<file path="src/rtl/fpu_issue_queue_if.sv">
// Request, FPU-side and response signals of the FP16 FPU issue queue.
// slave: the issue queue itself. master: the request source, FPU and response sink.
interface fpu_issue_queue_if #(
    parameter int unsigned WIDTH           = 16,
    parameter int unsigned NUM_OPERANDS    = 2,
    parameter int unsigned TAG_W           = 3,
    parameter int unsigned MAX_OUTSTANDING = 4,
    parameter int unsigned OC_W            = $clog2(MAX_OUTSTANDING + 1)
);
    // request side
    logic                          req_valid_i;
    logic                          req_ready_o;
    logic [NUM_OPERANDS*WIDTH-1:0] req_operands_i;
    logic [3:0]                    req_op_i;
    logic [2:0]                    req_rnd_mode_i;
    logic                          flush_i;
    // issue to FPU
    logic                          fpu_valid_o;
    logic                          fpu_ready_i;
    logic [NUM_OPERANDS*WIDTH-1:0] fpu_operands_o;
    logic [3:0]                    fpu_op_o;
    logic [2:0]                    fpu_rnd_mode_o;
    logic [TAG_W-1:0]              fpu_tag_o;
    // result from FPU
    logic                          fpu_out_valid_i;
    logic                          fpu_out_ready_o;
    logic [WIDTH-1:0]              fpu_result_i;
    logic [4:0]                    fpu_status_i;
    logic [TAG_W-1:0]              fpu_tag_i;
    // response
    logic                          rsp_valid_o;
    logic                          rsp_ready_i;
    logic [WIDTH-1:0]              rsp_result_o;
    logic [4:0]                    rsp_status_o;
    logic [TAG_W-1:0]              rsp_tag_o;
    // status
    logic [OC_W-1:0]               outstanding_o;
    logic                          busy_o;
    logic                          tag_err_o;

    modport slave (
        input  req_valid_i, req_operands_i, req_op_i, req_rnd_mode_i, flush_i,
        input  fpu_ready_i, fpu_out_valid_i, fpu_result_i, fpu_status_i, fpu_tag_i,
        input  rsp_ready_i,
        output req_ready_o, fpu_valid_o, fpu_operands_o, fpu_op_o, fpu_rnd_mode_o,
        output fpu_tag_o, fpu_out_ready_o, rsp_valid_o, rsp_result_o, rsp_status_o,
        output rsp_tag_o, outstanding_o, busy_o, tag_err_o
    );

    modport master (
        output req_valid_i, req_operands_i, req_op_i, req_rnd_mode_i, flush_i,
        output fpu_ready_i, fpu_out_valid_i, fpu_result_i, fpu_status_i, fpu_tag_i,
        output rsp_ready_i,
        input  req_ready_o, fpu_valid_o, fpu_operands_o, fpu_op_o, fpu_rnd_mode_o,
        input  fpu_tag_o, fpu_out_ready_o, rsp_valid_o, rsp_result_o, rsp_status_o,
        input  rsp_tag_o, outstanding_o, busy_o, tag_err_o
    );
endinterface

</file>
<file path="src/rtl/fpu_issue_queue.sv">
// FP16 FPU issue queue: DEPTH-entry request FIFO, tagged issue with an
// outstanding-op cap, registered response stage with in-order tag checking.
module fpu_issue_queue #(
    parameter int unsigned WIDTH           = 16,
    parameter int unsigned NUM_OPERANDS    = 2,
    parameter int unsigned DEPTH           = 4,
    parameter int unsigned TAG_W           = 3,
    parameter int unsigned MAX_OUTSTANDING = 4,
    parameter int unsigned OC_W            = $clog2(MAX_OUTSTANDING + 1)
) (
    input logic              clk_i,
    input logic              rst_i,
    fpu_issue_queue_if.slave bus
);
    localparam int unsigned     PTR_W  = $clog2(DEPTH);
    localparam int unsigned     OPW    = NUM_OPERANDS * WIDTH;
    localparam logic [OC_W-1:0] MAX_OC = OC_W'(MAX_OUTSTANDING);
    localparam logic [OC_W-1:0] OC_ONE = OC_W'(1);
    localparam logic [TAG_W-1:0] TAG_ONE = TAG_W'(1);
    localparam logic [PTR_W:0]  PTR_ONE = (PTR_W + 1)'(1);

    logic [OPW-1:0]   opnd_mem [DEPTH];
    logic [3:0]       op_mem   [DEPTH];
    logic [2:0]       rnd_mem  [DEPTH];
    logic [PTR_W:0]   wr_ptr, rd_ptr;
    logic [TAG_W-1:0] issue_tag, expect_tag;
    logic [OC_W-1:0]  outstanding;
    logic             rsp_valid;
    logic [WIDTH-1:0] rsp_result;
    logic [4:0]       rsp_status;
    logic [TAG_W-1:0] rsp_tag;
    logic             tag_err;

    logic empty, full, req_ready, fpu_valid, out_ready;
    logic wr_en, issue_fire, acc_fire, retire, spurious;

    // Handshake decode from registered state and current inputs.
    always_comb begin
        empty      = (wr_ptr == rd_ptr);
        full       = (wr_ptr[PTR_W] != rd_ptr[PTR_W]) &&
                     (wr_ptr[PTR_W-1:0] == rd_ptr[PTR_W-1:0]);
        req_ready  = !rst_i && !full && !bus.flush_i;
        fpu_valid  = !empty && (outstanding < MAX_OC) && !bus.flush_i;
        out_ready  = !rsp_valid || bus.rsp_ready_i;
        wr_en      = bus.req_valid_i && req_ready;
        issue_fire = fpu_valid && bus.fpu_ready_i;
        acc_fire   = bus.fpu_out_valid_i && out_ready;
        retire     = acc_fire && (outstanding != '0);
        spurious   = acc_fire && (outstanding == '0);
    end

    // Request FIFO: write on enqueue, pop on issue, flush drops every queued entry.
    always_ff @(posedge clk_i) begin
        if (rst_i) begin
            wr_ptr <= '0;
            rd_ptr <= '0;
            for (int unsigned i = 0; i < DEPTH; i++) begin
                opnd_mem[i] <= '0;
                op_mem[i]   <= '0;
                rnd_mem[i]  <= '0;
            end
        end else begin
            if (wr_en) begin
                opnd_mem[wr_ptr[PTR_W-1:0]] <= bus.req_operands_i;
                op_mem[wr_ptr[PTR_W-1:0]]   <= bus.req_op_i;
                rnd_mem[wr_ptr[PTR_W-1:0]]  <= bus.req_rnd_mode_i;
                wr_ptr <= wr_ptr + PTR_ONE;
            end
            if (bus.flush_i) begin
                rd_ptr <= wr_ptr;
            end else if (issue_fire) begin
                rd_ptr <= rd_ptr + PTR_ONE;
            end
        end
    end

    // Tag counters, outstanding count and sticky order/spurious error flag.
    always_ff @(posedge clk_i) begin
        if (rst_i) begin
            issue_tag   <= '0;
            expect_tag  <= '0;
            outstanding <= '0;
            tag_err     <= 1'b0;
        end else begin
            if (issue_fire) begin
                issue_tag <= issue_tag + TAG_ONE;
            end
            if (retire) begin
                expect_tag <= expect_tag + TAG_ONE;
            end
            if (issue_fire && !retire) begin
                outstanding <= outstanding + OC_ONE;
            end else if (!issue_fire && retire) begin
                outstanding <= outstanding - OC_ONE;
            end
            if (spurious || (retire && (bus.fpu_tag_i != expect_tag))) begin
                tag_err <= 1'b1;
            end
        end
    end

    // Response register: load on a normal accept, drop valid when consumed.
    always_ff @(posedge clk_i) begin
        if (rst_i) begin
            rsp_valid  <= 1'b0;
            rsp_result <= '0;
            rsp_status <= '0;
            rsp_tag    <= '0;
        end else if (retire) begin
            rsp_valid  <= 1'b1;
            rsp_result <= bus.fpu_result_i;
            rsp_status <= bus.fpu_status_i;
            rsp_tag    <= bus.fpu_tag_i;
        end else if (bus.rsp_ready_i) begin
            rsp_valid  <= 1'b0;
        end
    end

    assign bus.req_ready_o     = req_ready;
    assign bus.fpu_valid_o     = fpu_valid;
    assign bus.fpu_operands_o  = opnd_mem[rd_ptr[PTR_W-1:0]];
    assign bus.fpu_op_o        = op_mem[rd_ptr[PTR_W-1:0]];
    assign bus.fpu_rnd_mode_o  = rnd_mem[rd_ptr[PTR_W-1:0]];
    assign bus.fpu_tag_o       = issue_tag;
    assign bus.fpu_out_ready_o = out_ready;
    assign bus.rsp_valid_o     = rsp_valid;
    assign bus.rsp_result_o    = rsp_result;
    assign bus.rsp_status_o    = rsp_status;
    assign bus.rsp_tag_o       = rsp_tag;
    assign bus.outstanding_o   = outstanding;
    assign bus.busy_o          = !empty || (outstanding != '0) || rsp_valid;
    assign bus.tag_err_o       = tag_err;
endmodule
</file>
<file path="src/flat_wrapper.sv">
// flat-port wrapper written by rule: the top's interface ports become plain ports
module fpu_issue_queue_flat 
#(
    parameter int unsigned WIDTH           = 16,
    parameter int unsigned NUM_OPERANDS    = 2,
    parameter int unsigned DEPTH           = 4,
    parameter int unsigned TAG_W           = 3,
    parameter int unsigned MAX_OUTSTANDING = 4,
    parameter int unsigned OC_W            = $clog2(MAX_OUTSTANDING + 1)
)
  (clk_i, rst_i, bus_req_valid_i, bus_req_operands_i, bus_req_op_i, bus_req_rnd_mode_i, bus_flush_i, bus_fpu_ready_i, bus_fpu_out_valid_i, bus_fpu_result_i, bus_fpu_status_i, bus_fpu_tag_i, bus_rsp_ready_i, bus_req_ready_o, bus_fpu_valid_o, bus_fpu_operands_o, bus_fpu_op_o, bus_fpu_rnd_mode_o, bus_fpu_tag_o, bus_fpu_out_ready_o, bus_rsp_valid_o, bus_rsp_result_o, bus_rsp_status_o, bus_rsp_tag_o, bus_outstanding_o, bus_busy_o, bus_tag_err_o);
  fpu_issue_queue_if #(.WIDTH(WIDTH), .NUM_OPERANDS(NUM_OPERANDS), .TAG_W(TAG_W), .MAX_OUTSTANDING(MAX_OUTSTANDING), .OC_W(OC_W)) bus_i ();
  input logic clk_i;
  input logic rst_i;
  input wire logic [$bits(bus_i.req_valid_i)-1:0] bus_req_valid_i;
  input wire logic [$bits(bus_i.req_operands_i)-1:0] bus_req_operands_i;
  input wire logic [$bits(bus_i.req_op_i)-1:0] bus_req_op_i;
  input wire logic [$bits(bus_i.req_rnd_mode_i)-1:0] bus_req_rnd_mode_i;
  input wire logic [$bits(bus_i.flush_i)-1:0] bus_flush_i;
  input wire logic [$bits(bus_i.fpu_ready_i)-1:0] bus_fpu_ready_i;
  input wire logic [$bits(bus_i.fpu_out_valid_i)-1:0] bus_fpu_out_valid_i;
  input wire logic [$bits(bus_i.fpu_result_i)-1:0] bus_fpu_result_i;
  input wire logic [$bits(bus_i.fpu_status_i)-1:0] bus_fpu_status_i;
  input wire logic [$bits(bus_i.fpu_tag_i)-1:0] bus_fpu_tag_i;
  input wire logic [$bits(bus_i.rsp_ready_i)-1:0] bus_rsp_ready_i;
  output wire logic [$bits(bus_i.req_ready_o)-1:0] bus_req_ready_o;
  output wire logic [$bits(bus_i.fpu_valid_o)-1:0] bus_fpu_valid_o;
  output wire logic [$bits(bus_i.fpu_operands_o)-1:0] bus_fpu_operands_o;
  output wire logic [$bits(bus_i.fpu_op_o)-1:0] bus_fpu_op_o;
  output wire logic [$bits(bus_i.fpu_rnd_mode_o)-1:0] bus_fpu_rnd_mode_o;
  output wire logic [$bits(bus_i.fpu_tag_o)-1:0] bus_fpu_tag_o;
  output wire logic [$bits(bus_i.fpu_out_ready_o)-1:0] bus_fpu_out_ready_o;
  output wire logic [$bits(bus_i.rsp_valid_o)-1:0] bus_rsp_valid_o;
  output wire logic [$bits(bus_i.rsp_result_o)-1:0] bus_rsp_result_o;
  output wire logic [$bits(bus_i.rsp_status_o)-1:0] bus_rsp_status_o;
  output wire logic [$bits(bus_i.rsp_tag_o)-1:0] bus_rsp_tag_o;
  output wire logic [$bits(bus_i.outstanding_o)-1:0] bus_outstanding_o;
  output wire logic [$bits(bus_i.busy_o)-1:0] bus_busy_o;
  output wire logic [$bits(bus_i.tag_err_o)-1:0] bus_tag_err_o;
  assign bus_i.req_valid_i = bus_req_valid_i;
  assign bus_i.req_operands_i = bus_req_operands_i;
  assign bus_i.req_op_i = bus_req_op_i;
  assign bus_i.req_rnd_mode_i = bus_req_rnd_mode_i;
  assign bus_i.flush_i = bus_flush_i;
  assign bus_i.fpu_ready_i = bus_fpu_ready_i;
  assign bus_i.fpu_out_valid_i = bus_fpu_out_valid_i;
  assign bus_i.fpu_result_i = bus_fpu_result_i;
  assign bus_i.fpu_status_i = bus_fpu_status_i;
  assign bus_i.fpu_tag_i = bus_fpu_tag_i;
  assign bus_i.rsp_ready_i = bus_rsp_ready_i;
  assign bus_req_ready_o = bus_i.req_ready_o;
  assign bus_fpu_valid_o = bus_i.fpu_valid_o;
  assign bus_fpu_operands_o = bus_i.fpu_operands_o;
  assign bus_fpu_op_o = bus_i.fpu_op_o;
  assign bus_fpu_rnd_mode_o = bus_i.fpu_rnd_mode_o;
  assign bus_fpu_tag_o = bus_i.fpu_tag_o;
  assign bus_fpu_out_ready_o = bus_i.fpu_out_ready_o;
  assign bus_rsp_valid_o = bus_i.rsp_valid_o;
  assign bus_rsp_result_o = bus_i.rsp_result_o;
  assign bus_rsp_status_o = bus_i.rsp_status_o;
  assign bus_rsp_tag_o = bus_i.rsp_tag_o;
  assign bus_outstanding_o = bus_i.outstanding_o;
  assign bus_busy_o = bus_i.busy_o;
  assign bus_tag_err_o = bus_i.tag_err_o;
  fpu_issue_queue #(.WIDTH(WIDTH), .NUM_OPERANDS(NUM_OPERANDS), .DEPTH(DEPTH), .TAG_W(TAG_W), .MAX_OUTSTANDING(MAX_OUTSTANDING), .OC_W(OC_W)) u_core (.clk_i(clk_i), .rst_i(rst_i), .bus(bus_i));
endmodule
</file>
<file path="config.mk">
export PLATFORM = sky130hd
export DESIGN_NAME = fpu_issue_queue_flat
export DESIGN_NICKNAME = d
export VERILOG_FILES = /design/src/rtl/fpu_issue_queue_if.sv /design/src/rtl/fpu_issue_queue.sv /design/src/flat_wrapper.sv
export SDC_FILE = /design/constraint.sdc
export NUM_CORES = 1
export LEC_CHECK = 0
export CORE_MARGIN = 3
export CORE_UTILIZATION = 53
export DETAILED_ROUTE_END_ITERATION = 10
export PLACE_DENSITY_LB_ADDON = 0.2
export REMOVE_ABC_BUFFERS = 1
export SYNTH_ARGS = -nofsm -noshare
export SYNTH_HDL_FRONTEND = slang
export SYNTH_SLANG_ARGS = --single-unit
</file>
<file path="constraint.sdc">
create_clock -name clk_i -period 3.2 [get_ports clk_i]
set_input_delay 0.64 -clock clk_i [delete_from_list [all_inputs] [get_ports clk_i]]
set_output_delay 0.64 -clock clk_i [all_outputs]
set_load 0.1 [all_outputs]
</file>
==> metrics.txt, run 1 <==
DRC 0; antenna-violating nets left 0; share of layout cells above drive strength 1 around a quarter; HP Class flip-flop to flip-flop; WS Path Type flip-flop to output pin; data required time of the worst path between 2 and 3 ns; total track usage between 20% and 30%; vias between 5,000 and 6,000; Crit. End Element output pin; Data arrival, critical path ~2.1 ns; leakage 3.84 nW; Antenna Cells 0; Max FO, Critical Path 23; area grow syn2layout 24.8%; site row count between 40 and 50; number of port buffers 144; Setup Fix Bufs, Post-CTS 0; routed wire length roughly 19,000 um; Starting Density between 50% and 60%; Reg2Reg Launch Point u_core.bus.outstanding_o[2]; register bit total from synthesis about 200; commonest non-fill, non-tap cells in the layout nor2_1 (161), edfxtp_1 (156), nand2_1 (91); Slew Viols, Final 0; Worst Tran Pin Value between 0.6 and 0.7 ns; number of global-route vias before repair between 5,000 and 6,000; EDFF count, synth between 150 and 200; post-synthesis sequential area ratio ~67%; hold-fix buffers at CTS 0; ys flop type edfxtp_1; hpwl dp 11,500 um; initial antenna violation count 0; Top-Level Pins 145; Die Wd ~130 um; reg-to-reg slack, setup 0.79 ns; Final min period roughly 2.7 ns; Synth Instances 632; # fillers ~1,100; clk sink count between 150 and 200; final setup vio count 0; Pwr Density 722 nW/um^2; clock slew at reported path FFs roughly 0.070 ns; die height 131 um; Num CTS Buffers 17; CTS H-Tree Depth 4; CTS max path bufs 2; largest net degree at the start of global routing 47; clock skew approximately 0.008 ns; global-route wire length before repair between 20,000 and 30,000 um; area of the die approximately 17,000 um^2; Final Wtd Congestion about 0.81; status finished, final reports clean; asr flop ratio synth 0%; Slew headroom 56.9%; remaining global-route overflow 0; Tcrit/Tclk final 85.9%; syn avg cell area 13.2 um^2; fmax between 0.3 and 0.4 GHz; initial DRC count about 440; via/cell ratio 5.46; Netlist Area Pre-Place between 8000 and 9000 um^2; final hold vios 0; Worst-Skew Late Latency roughly 0.42 ns; PostCTS Resize Cnt 0; VDD IR-drop max between 0.7 and 0.8 mV; RSZ-0062 raised after global routing false; clock root buffer master clkbuf_16; register area between 5000 and 6000 um^2; Final nets 850; Cell variety after synth 37; Critical Path Start Type flip-flop; Finished Core Util 68.0%; wire length per cell 18.7 um; commonest non-fill, non-tap cell in the layout nor2_1; # Max-Cap Violations 0; CTS tree done; synth warn 0; Hold Startpoint u_core.bus.rsp_status_o[0]; hold slack final 0.457 ns; Tot Pwr approximately 7.5 mW; Core Box Area roughly 15,000 um^2; multi-input logic area roughly 2500 um^2; drt first pass iters 5
## metal layers
layer	vias to the layer above	global-route usage [%]	share of wire [%]
met4	0	7.06	1.3
li1	2514	-	-
met3	21	6.09	8.3
met2	227	38.5	52
met1	2685	26.4	38
met5	-	0	0
## per-stage QoR
stage	TNS (ns)	setup WS (ns)	instances	instance area (um^2)
2_1_floorplan	-6.32	-0.981	593	8110
3_3_place_gp	0	0.147	966	9840
3_5_place_dp	0	0.0599	966	9840
4_1_cts	0	0.385	998	10400
5_1_grt	0	0.332	998	10400
6_report	0	0.451	998	10400
## cell type report
cell class | instances | area share, %
multi-input cells | 387 | 24.5
clock buffers | 17 | 4.10
well taps | 211 | 2.54
repair buffers | 162 | 14.1
clock inverters | 15 | 1.02
inverters | 7 | 0.253
flip-flops and latches | 199 | 53.5
## state kept, by name (all words and copies together) (netlist names), named ones only
signal and flops:
u_core.bus.rsp_status_o 5, u_core.bus.rsp_result_o 16, u_core.rnd_mem 12, u_core.bus.tag_err_o 1
u_core.bus.outstanding_o 3, u_core.opnd_mem 128, u_core.op_mem 16, u_core.rd_ptr 3
u_core.bus.rsp_valid_o 1, u_core.bus.fpu_tag_o 3, u_core.wr_ptr 3, u_core.expect_tag 3
u_core.bus.rsp_tag_o 3
## logic make-up after synthesis
family          after synthesis  synth area share (%)
fa+ha+maj                     6                 0.993
compound gates               45                  3.31
simple gates                277                  13.3
flops                       199                  66.7
xor+xnor                     15                  1.76
mux                          44                  11.2
buf+inv                      46                  2.77
## final timing paths
path | end | cells past startpoint
max | bus_fpu_op_o[2] | 3
min | u_core.bus.rsp_status_o[0] | 2
max reg2reg | u_core.bus.outstanding_o[2] | 9
min reg2reg | u_core.bus.rsp_status_o[0] | 2
## worst max-delay path, stage by stage, from the launching register on
cell	delay [ns]
dfxtp_4	0.58
buf_12	0.28
mux4_2	0.56
buf_4	0.26
## Yosys cell counts, types with 2 or more instances
cell      count  area [um^2]
nor2_1      161          604
edfxtp_1    156         4680
nand2_1      91          342
dfxtp_1      43          861
mux4_2       39          878
a21oi_1      29          145
clkbuf_1     21         78.8
buf_2        10         50.1
nor2_2       10         62.6
xnor2_1       9         78.8
buf_6         6         67.6
ha_1          5         62.6
inv_1         5         18.8
a21o_1        4         30.0
mux2i_1       4         40.0
xor2_1        4         35.0
a31oi_1       3         18.8
nand2_2       3         18.8
nand4_1       3         18.8
a211oi_1      2         15.0
a311oi_1      2         17.5
buf_1         2         7.51
inv_2         2         7.51
nand2b_1      2         12.5
nor2b_1       2         12.5
or3_1         2         12.5
xnor2_2       2         32.5
## report_power, final
part           leakage (nW)  switching (mW)  internal, mW
clock network         0.248           0.939         0.996
logic                  1.62            1.81         0.610
registers              1.97           0.134          3.00
total                  3.84            2.89          4.61
No activity file was read; power rests on OpenSTA's default activity.
==> inputs of run 2 (changes only) <==
Settings changed: CORE_ASPECT_RATIO from default to 1.75.
==> metrics.txt, run 2 (synthesized netlist as in run 1, its figures left out) <==
number of port buffers between 100 and 150; final hold vios 0; Net Sw Power slightly below 3 mW; Net Sw Frac between 30% and 40%; share of layout cells above drive strength 1 approximately a quarter; CP max stage delay roughly 0.57 ns; Critical Path Start Type flip-flop; HP Class flip-flop to flip-flop; max reg flops about 130; Hold Startpoint u_core.bus.rsp_tag_o[0]; clock root buffer master clkbuf_16; initial DRC count 316; reg-to-reg slack, setup about 0.75 ns; WL met2 roughly 10,000 um; clock skew 0.0152 ns; via/cell ratio 5.56; Reg2Reg Launch Point u_core.bus.outstanding_o[2]; Die Wd slightly above 100 um; routed wire length between 15,000 and 20,000 um; total track usage 22.4%; Num CTS Buffers 17; Max FO, Critical Path 25; commonest non-fill, non-tap cells in the layout nor2_1 (161), edfxtp_1 (156), nand2_1 (91); Final nets between 800 and 900; drt first pass iters 5; commonest non-fill, non-tap cell in the layout nor2_1; status finished, final reports clean; Tot Pwr ~7.6 mW; Comb power frac between 30% and 40%; WS Path Type flip-flop to output pin; Slowest-stage cell, CP mux4_2; # Max-Cap Violations 0; Crit. End Element output pin; Reg power frac approximately two fifths; post-placement setup slack between 0.04 and 0.05 ns; Final min period between 2 and 3 ns; Top-Level Pins approximately 150; uppermost layer routed met4; Worst Tran Pin Value ~0.59 ns; initial antenna violation count 0; Slew Viols, Final 0; hpwl dp 11,600 um; PostCTS Resize Cnt 0; worst reg2reg path endpoint u_core.bus.outstanding_o[2]; number of global-route vias before repair a little under 6,000; final setup vio count 0; Pwr Density about 730 nW/um^2; Slew headroom approximately 61%; antenna-violating nets left 0; Hold Path Depth 2; data required time of the worst path ~2.6 ns; routed wl met3 about 1300 um; CTS H-Tree Depth 4; clk sink count roughly 200; P_int approximately 4.7 mW; placed cells between 900 and 1,000; WL met1 approximately 6700 um; Worst Reg-to-Reg Cells 9; area of placed instances 9820 um^2; CTS tree done; Worst Hold End u_core.bus.rsp_tag_o[0]; remaining global-route overflow 0; Core Box Area around 15,000 um^2; area of the die 17,300 um^2; Data arrival, critical path 2.13 ns; post-route cell area about 10,000 um^2; largest net degree at the start of global routing ~40; Final Wtd Congestion roughly 0.76; DRC 0; most flop-heavy register u_core.opnd_mem; fmax about 0.36 GHz; die height between 150 and 200 um; leakage approximately 3.9 nW; Setup WS post-layout ~0.43 ns; vias between 5,000 and 6,000; Worst-Skew Late Latency roughly 0.43 ns; non-filler cells, final between 900 and 1,000; CP Cell Sequence buf_12 > mux4_2 > buf_4; Antenna Cells 0; area grow syn2layout 24.9%; Setup Fix Bufs, Post-CTS 0; CTS max path bufs 2; clock slew at reported path FFs approximately 0.080 ns; Tcrit/Tclk final around 86%; RSZ-0062 raised after global routing false; hold-fix buffers at CTS 0; VDD IR-drop max around 1.1 mV; Clk pwr share between 20% and 30%; site row count 60; global-route wire length before repair 29,400 um; Starting Density about 54%; wire length per cell roughly 19 um
[run 2: cell types whose count changed in the layout (fill, tap and decap cells not counted), sizes merged]
cell / previous run / this run
clkinvlp: 5 / 0
buf: 94 / 93
clkbuf: 17 / 19
inv: 10 / 14
clkinv: 7 / 6
[run 2: worst max path at each step]
stage | from | endpoint | slack (ns) | cells past startpoint
6_report | flip-flop | bus_fpu_operands_o[22] | 0.43 | 3
5_1_grt | flip-flop | bus_fpu_operands_o[22] | 0.32 | 3
4_1_cts | flip-flop | bus_fpu_operands_o[22] | 0.37 | 3
3_5_place_dp | bus_fpu_ready_i | u_core.bus.outstanding_o[2] | 0.05 | 9
3_3_place_gp | bus_fpu_ready_i | u_core.bus.outstanding_o[2] | 0.14 | 9
2_1_floorplan | u_core.bus.rsp_valid_o | u_core.bus.outstanding_o[2] | -0.98 | 9
[run 2: final cells by class]
cell class | count | area [um^2]
clock buffers | 19 | 454
repair buffers | 161 | 1460
well taps | 186 | 233
multi-input cells | 387 | 2540
clock inverters | 13 | 111
fillers | 1071 | 5010
flip-flops and latches | 199 | 5550
inverters | 7 | 26.3
[run 2: critical path: cells and delay by family, from the launching register on]
kind	cells	cell delay, ns
buffers and inverters	2	0.55
flip-flops	1	0.56
multiplexers	1	0.57
[run 2: power groups by stage]
stage	clock network, mW	logic [mW]	registers, mW
after global placement	0	2.41	3.17
after detailed placement	0	2.44	3.19
after global routing	2.16	2.53	3.16
after floorplan	0	1.19	3.80
after CTS	2.08	2.44	3.13
final	2.03	2.42	3.13
[run 2: stage by stage]
stage	utilization (%)	setup TNS (ns)	hold slack [ns]
2_1_floorplan	-	-6.32	0.460
3_3_place_gp	63.8	0	0.443
3_5_place_dp	63.8	0	0.449
4_1_cts	67.5	0	0.459
5_1_grt	67.5	0	0.476
6_report	67.5	0	0.457
[run 2: per-layer routing]
metal  vias to the layer above  global-route usage, %
li1                       2519                      -
met1                      2668                   24.8
met2                       191                   40.6
met3                        25                   5.88
met4                         0                   8.15
met5                         -                      0
